[config.mk]
export PLATFORM = sky130hd
export DESIGN_NAME = ou_display_sched
export DESIGN_NICKNAME = d
export VERILOG_FILES = /design/src/rtl/ou_display_sched.sv
export SDC_FILE = /design/constraint.sdc
export NUM_CORES = 1
export LEC_CHECK = 0
export ABC_AREA = 1
export BUFFER_PORTS_ARGS = -buffer_cell sky130_fd_sc_hd__buf_2
export CORE_MARGIN = 3
export CORE_UTILIZATION = 25
export DETAILED_ROUTE_END_ITERATION = 10
export PLACE_DENSITY = 0.4
export SYNTH_ARGS = -nofsm -noshare
export SYNTH_HDL_FRONTEND = slang
export SYNTH_SLANG_ARGS = --single-unit
[constraint.sdc]
create_clock -name clk_i -period 3 [get_ports clk_i]
set_input_delay 0.15 -clock clk_i [delete_from_list [all_inputs] [get_ports clk_i]]
set_output_delay 0.15 -clock clk_i [all_outputs]
set_load 0.05 [all_outputs]
[src/rtl/ou_display_sched.sv]
// ou_display_sched
// Shares one output unit between two function results, A and B.
// Each requester hands its result over with a REQ/ACK handshake. The
// value is held in a shadow register. The scheduler then picks which
// shadow drives tc_o: either the most recently accepted result, or an
// automatic A/B alternation with a fixed dwell time.
//
// Ports
//   clk_i    system clock, rising edge
//   reset_i  synchronous active-high reset
//   req_a_i  function A request; held high until ack_a_o
//   val_a_i  function A result, two's complement, stable while requested
//   req_b_i  function B request
//   val_b_i  function B result, two's complement
//   auto_i   0: show last accepted source, 1: alternate every DWELL cycles
//   ack_a_o  one-cycle capture pulse for A
//   ack_b_o  one-cycle capture pulse for B
//   tc_o     value driven to the output unit (registered, passed unchanged)
//   src_o    source shown: 0 = A, 1 = B
//   valid_o  tc_o holds captured data (0 = blank zero)
//
// state    | meaning
// S_EMPTY  | nothing captured yet, tc_o blank
// S_SHOW_A | shadow A drives tc_o
// S_SHOW_B | shadow B drives tc_o
module ou_display_sched #(
  parameter int unsigned DWELL = 50000000,
  parameter int unsigned CNT_W = 26
) (
  input  logic       clk_i,
  input  logic       reset_i,
  input  logic       req_a_i,
  input  logic [7:0] val_a_i,
  input  logic       req_b_i,
  input  logic [7:0] val_b_i,
  input  logic       auto_i,
  output logic       ack_a_o,
  output logic       ack_b_o,
  output logic [7:0] tc_o,
  output logic       src_o,
  output logic       valid_o
);

  typedef enum logic [1:0] {S_EMPTY, S_SHOW_A, S_SHOW_B} state_t;

  localparam logic [CNT_W-1:0] CNT_LAST = CNT_W'(DWELL - 1);

  state_t           state_q, state_d;
  logic [7:0]       sh_a_q, sh_a_d, sh_b_q, sh_b_d;
  logic             va_q, va_d, vb_q, vb_d;
  logic             rr_q, rr_d;
  logic [CNT_W-1:0] cnt_q, cnt_d;
  logic             auto_q;
  logic             ack_a_q, ack_a_d, ack_b_q, ack_b_d;
  logic [7:0]       tc_q, tc_d;
  logic             src_q, src_d, valid_q, valid_d;

  logic elig_a, elig_b, grant_a, grant_b, wrap;

  always_comb begin
    // A requester still seeing its ACK sits out this edge, so it
    // always observes the pulse before it can be granted again.
    elig_a  = req_a_i & ~ack_a_q;
    elig_b  = req_b_i & ~ack_b_q;
    // rr_q = 0 gives A priority on contention.
    grant_a = elig_a & (~elig_b | ~rr_q);
    grant_b = elig_b & (~elig_a | rr_q);

    rr_d = rr_q;
    if (grant_a) rr_d = 1'b1;
    if (grant_b) rr_d = 1'b0;

    sh_a_d  = grant_a ? val_a_i : sh_a_q;
    sh_b_d  = grant_b ? val_b_i : sh_b_q;
    va_d    = va_q | grant_a;
    vb_d    = vb_q | grant_b;
    ack_a_d = grant_a;
    ack_b_d = grant_b;

    wrap  = 1'b0;
    cnt_d = cnt_q;
    if (state_q == S_EMPTY || !auto_i || auto_i != auto_q) begin
      cnt_d = '0;
    end else if (cnt_q == CNT_LAST) begin
      cnt_d = '0;
      wrap  = 1'b1;
    end else begin
      cnt_d = cnt_q + 1'b1;
    end

    // Wrap looks at the post-capture flags so a grant landing on the
    // wrap edge can be switched to immediately.
    state_d = state_q;
    case (state_q)
      S_EMPTY: begin
        if (grant_a)      state_d = S_SHOW_A;
        else if (grant_b) state_d = S_SHOW_B;
      end
      S_SHOW_A: begin
        if (!auto_i) begin
          if (grant_b) state_d = S_SHOW_B;
        end else if (wrap && vb_d) begin
          state_d = S_SHOW_B;
        end
      end
      S_SHOW_B: begin
        if (!auto_i) begin
          if (grant_a) state_d = S_SHOW_A;
        end else if (wrap && va_d) begin
          state_d = S_SHOW_A;
        end
      end
      default: state_d = S_EMPTY;
    endcase

    tc_d    = 8'h00;
    src_d   = 1'b0;
    valid_d = 1'b0;
    if (state_d == S_SHOW_A) begin
      tc_d    = sh_a_d;
      valid_d = 1'b1;
    end else if (state_d == S_SHOW_B) begin
      tc_d    = sh_b_d;
      src_d   = 1'b1;
      valid_d = 1'b1;
    end
  end

  always_ff @(posedge clk_i) begin
    if (reset_i) begin
      state_q <= S_EMPTY;
      sh_a_q  <= '0;
      sh_b_q  <= '0;
      va_q    <= 1'b0;
      vb_q    <= 1'b0;
      rr_q    <= 1'b0;
      cnt_q   <= '0;
      auto_q  <= 1'b0;
      ack_a_q <= 1'b0;
      ack_b_q <= 1'b0;
      tc_q    <= '0;
      src_q   <= 1'b0;
      valid_q <= 1'b0;
    end else begin
      state_q <= state_d;
      sh_a_q  <= sh_a_d;
      sh_b_q  <= sh_b_d;
      va_q    <= va_d;
      vb_q    <= vb_d;
      rr_q    <= rr_d;
      cnt_q   <= cnt_d;
      auto_q  <= auto_i;
      ack_a_q <= ack_a_d;
      ack_b_q <= ack_b_d;
      tc_q    <= tc_d;
      src_q   <= src_d;
      valid_q <= valid_d;
    end
  end

  assign ack_a_o = ack_a_q;
  assign ack_b_o = ack_b_q;
  assign tc_o    = tc_q;
  assign src_o   = src_q;
  assign valid_o = valid_q;

endmodule

**Word-level counts from Yosys, hierarchy flattened**

Index checks and enable logic that the tools add are counted.

- Flip-flop bits (word level): 60
- Input bits: 21
- Output and inout port bits: 12

- Add/sub/neg operators: 1
- Eq/ne operators: 6
- Multiplexer cells: 16
- Bitwise operators: 13
- Reduce and logical (&&, ||, !) cells: 9

Operator list:

| operator | count |
|---|---|
| 8-bit 2-to-1 mux | 4 |
| 26-bit by 1-bit adder with 26-bit output (second input constant) | 1 |
| 26-bit equality test (second input constant) | 1 |
| 2-bit 2-to-1 mux | 7 |
| 2-bit case mux with 3 select lines | 1 |
| 1-bit NOT | 5 |
| 1-bit AND | 4 |
| 2-bit by 1-bit equality test with 1-bit output (second input constant) | 2 |
| 2-bit equality test (second input constant) | 2 |
| 1-bit 2-to-1 mux | 4 |
| 1-bit bitwise OR | 4 |
| 2-bit OR reduction | 2 |
| 3-bit OR reduction | 1 |
| 1-bit logical AND | 2 |
| 2-bit zero test | 1 |
| 1-bit logical OR | 2 |
| 1-bit zero test | 1 |
| 1-bit != test | 1 |

**Depth between registers and ports, before layout**

- Depth in word-level cells: 13
- Mapped depth: 16
- Depth with buffers taken out: 15

**Worst setup path before layout**

Ideal clock, no wire load.

- Path type: register to register
- From: register cnt_q[0]
- To: register tc_q[0] (netlist: tc_o[0])
- Library setup time: 0.127 ns
- Arrival time: 2.035 ns
- Required time: 2.873 ns
- Setup slack: 0.838 ns
- Stages on the path, launching flop included: 17
- Path through: dfxtp_1 -> ha_1 -> nand3_2 -> inv_2 -> nand2_1 -> nor2_2 -> nand3_1 -> nand2_2 -> nand2_1 -> nand2_1 -> nand3_2 -> inv_1 -> ha_1 -> clkbuf_1 -> inv_1 -> nand3_1 -> o21ai_0

- Longest elaborated chain between the ends: 10
- Elaborated cells on any way between the ends: 14
- Classes of those cells: eq/ne: 3; mux: 9; reduce/logical: 2

Ends and longest elaborated chain:

| item | RTL line | text |
|---|---|---|
| start: declaration | 52 | `logic [CNT_W-1:0] cnt_q, cnt_d;` |
| start signal: assignment | 151 | `cnt_q <= cnt_d;` |
| 26-bit equality test * | 84 | `end else if (cnt_q == CNT_LAST) begin` |
| 1-bit 2-to-1 mux * | 84 |  |
| 1-bit 2-to-1 mux * | 82 | `if (state_q == S_EMPTY \|\| !auto_i \|\| auto_i != auto_q) begin` |
| 1-bit logical AND, on equally long branches | 109, 102 |  |
| 2-bit 2-to-1 mux, on equally long branches | 109, 102 |  |
| 2-bit 2-to-1 mux, on equally long branches | 107, 100 |  |
| 2-bit case mux with 3 select lines * | 94 | `case (state_q)` |
| via state_d[1] | 48 | `state_t state_q, state_d;` |
| 2-bit equality test | 122 | `end else if (state_d == S_SHOW_B) begin` |
| 8-bit 2-to-1 mux | 122 |  |
| 8-bit 2-to-1 mux * | 119 | `if (state_d == S_SHOW_A) begin` |
| end signal: assignment | 155 | `tc_q <= tc_d;` |
| end: declaration | 55 | `logic [7:0] tc_q, tc_d;` |

The timed path passes the listed nets; every way through them passes the cells marked *.
A chain may end at the register's enable or synchronous reset.

**Final worst setup path**

Ends and elaborated chain as after synthesis.

==> results.yml <==
status:
  outcome: "completed"
sta:
  slew_viol_final: 0
  timing.final.crit_share_pct: 82.89
  setup_viol: 0
  finalHoldViolations: 0
  rsz0062_at_grt: "false"
  setup-tns-final_ns: 0
  slew_headroom_pct: 59.35
  tightest_slew_ns: 0.6091
  clock.fmax_mhz: 402.2
  finalClockSkew_ns: 0.01277
  fin_crit_ns: 2.487
worst_setup_path:
  cp.arrival_ns: 2.71
  crit_required_ns: 3.23
  cp_max_fo: 9
  crit_path_frequent_cell: "nand2_1"
  reg2reg_to: "tc_o[0]$_SDFF_PP0_"
  reg2reg_slack_ns: 0.51
  setup.worst_path.start_class: "flop"
  rr_worst_depth: 15
  cp_slowest_stage_delay_ns: 0.43
  cp-end-kind: "flop"
  crit_buf_inv: 3
  worstSetupPathType: "flop to flop"
  critical-path-top-delay-family: "simple AND/OR/NAND/NOR gates"
  regToRegStartpoint: "cnt_q[0]$_SDFF_PP0_"
  crit_chain: "ha_1, nand3_2, inv_2, nand2_1, nor2_2, nand3_1, nand2_2, nand2_1, nand2_1, nand3_2, inv_1, ha_1, inv_1, nand3_1, o21ai_0"
  critPathSlowestCell: "dfxtp_1"
min_path:
  holdPathStages: 3
  hp-start: "val_b_i[0]"
  min_path_type: "input pin to flop"
  worstHoldEndpoint: "sh_b_q[0]$_SDFF_PP0_"
logic_synthesis:
  syn_inst: 352
  ys_seq_area_share_pct: 45.03
  syn_avg_cell_area_um2: 7.578
  async_flop_share_pct: 0
  synth_nets: 376
  synthesis.area_um2: 2668
  synth.area.top_cells: "dfxtp_1 (45%), nand2_1 (10%), nor2_1 (6.8%)"
  synth_top_area_share_pct: 45.03
  synth_commonest_cells: "nand2_1 (74), dfxtp_1 (60), nor2_1 (48), inv_1 (41), a21oi_1 (23)"
  synth_edf_count: 0
  post_synth_num_cell_types: 29
  yosysTopAreaCell: "dfxtp_1"
  ys_ff_latch: 60
  yosysMostFrequentCell: "nand2_1"
  synth_flop_cell: "dfxtp_1"
  ys_warn_count: 0
clock_network:
  cts_sinks: 60
  insertion_delay_ns: 0.35
  hold_buffers: 0
  clockBufferDepth: 2
  clockRootBuffer: "clkbuf_8"
  cts_buffers: 9
  ctsResizeCount: 0
  clkTransAtPathRegs_ns: 0.08
  cts_setup_buffers: 0
  ctsHtreeMaxLevel: 3
  tritoncts: "yes"
grt:
  grt_pass1_wl_um: 10700
  grt_max_degree: 27
  first_global_vias: 2236
  antenna_found_initial: 0
  overflow: 0
  track_usage_pct: 11.64
floorplanning:
  die_h_um: 109.3
  placementRows: 37
  start_util_pct: 25.72
  io_pins: 33
  die_w_um: 109.3
  coreArea_um2: 10370
  die_area_um2: 11950
power_and_ir_drop:
  p_per_area_nw_per_um2: 546.8
  ir_worst_vdd_uv: 173.0
  p_leak_nw: 1.217
layout:
  fin_nets: 413
  area_delta_synth_final_pct: 18.15
  antenna_cells: 0
  drive_above_1_share_pct: 20.56
  final_core_util_pct: 30.39
  n_fill_cell: 1139
drt:
  drcViolationCount: 0
  ant_nets: 0
  post_drt_wl_per_cell_um: 11.54
  viasPerCell: 4.234
  wl_um: 6115
  vias: 2244
  dr.pass1.iters: 4
  drtIter0Drc: 80
place:
  place_congestion: 0.7897
  dp.final_hpwl_um: 4515
  numPortBuffers: 32
run:
  drv_cap: 0
==> worst max-delay path by stage <==
stage                        startpoint                  to  slack (ns)  cells after the start
global placement    cnt_q[0]$_SDFF_PP0_  tc_o[2]$_SDFF_PP0_        0.56                     15
global route        cnt_q[0]$_SDFF_PP0_  tc_o[2]$_SDFF_PP0_        0.09                     15
floorplan           cnt_q[0]$_SDFF_PP0_  tc_o[0]$_SDFF_PP0_        0.84                     16
detailed placement  cnt_q[0]$_SDFF_PP0_  tc_o[2]$_SDFF_PP0_        0.46                     15
CTS                 cnt_q[0]$_SDFF_PP0_  tc_o[2]$_SDFF_PP0_        0.44                     15
finish              cnt_q[0]$_SDFF_PP0_  tc_o[0]$_SDFF_PP0_        0.51                     15
==> registers in the layout (all words and copies together), names as in the netlist <==
signal / count
rr_q: 1
valid_o: 1
cnt_q: 26
ack_b_o: 1
vb_q: 1
state_q: 2
src_o: 1
va_q: 1
tc_o: 8
sh_a_q: 8
sh_b_q: 8
auto_q: 1
ack_a_o: 1
==> logic make-up (layout without fill, tap and decap cells) <==
family / after synthesis / count (layout) / share of synthesized area (%)
adder cells (fa/ha/maj): 3 / 3 / 1.407
AND/OR/NAND/NOR: 189 / 189 / 34.19
flip-flops: 60 / 60 / 45.03
buffers and inverters: 50 / 92 / 7.504
XOR/XNOR: 7 / 7 / 2.298
AO/OA/AOI/OAI: 35 / 35 / 6.566
multiplexers: 8 / 8 / 3.002
==> cell type report <==
class	instances	area (um^2)	share of cell area, %
Clock buffer	9	123.9	3.930
Clock inverter	7	57.56	1.826
Inverter	42	157.7	5.002
Multi-Input combinational cell	242	1266	40.17
Sequential cell	60	1201	38.11
Tap cell	136	170.2	5.399
Timing Repair Buffer	34	175.2	5.558
==> power by group <==
part	internal, W	switching, W	leakage (nW)	total [W]
clock network	0.000309	0.000370	0.0829	0.000679
registers	0.000832	0.0000118	0.488	0.000844
logic	0.0000594	0.000141	0.646	0.000200
total	0.00120	0.000523	1.22	0.00172
==> cells in the final DEF, fill, tap and decap left out, types with 6 or more instances in the layout <==
cell type and instances:
nor3_1 9, a21oi_1 23, nand3_1 20, nor2_1 48, buf_2 32, inv_1 41, o21ai_0 11, clkbuf_8 9
nand2_2 8, dfxtp_1 60, mux2i_1 8, xnor2_1 6, nand2_1 74
==> through the flow <==
| step | instances | instance area (um^2) | worst slack, ns | power, W | hold slack, ns |
|---|---|---|---|---|---|
| 3_5_place_dp | 514 | 2970 | 0.4635 | 0.001067 | 0.4071 |
| 5_1_grt | 530 | 3152 | 0.08696 | 0.001821 | 0.05186 |
| 3_3_place_gp | 514 | 2970 | 0.5582 | 0.001069 | 0.4085 |
| 2_1_floorplan | 352 | 2668 | 0.8385 | 0.001010 | 0.2310 |
| 4_1_cts | 530 | 3152 | 0.4402 | 0.001757 | 0.03606 |
| 6_report | 530 | 3152 | 0.5134 | 0.001723 | 0.05265 |
==> layer usage <==
| layer | track usage, % | share of wire (%) | vias up |
|---|---|---|---|
| li1 | - | - | 1183 |
| met1 | 15.47 | 50 | 1017 |
| met2 | 17.11 | 44 | 32 |
| met3 | 3.758 | 3.5 | 12 |
| met4 | 5.432 | 2.4 | 0 |
| met5 | 0 | 0 | - |
==> worst min-delay path, stage by stage <==
cell,delay [ns]
buf_2,0.08
mux2i_1,0.06
nor2_1,0.08
Power figures use the tool's default switching activity.
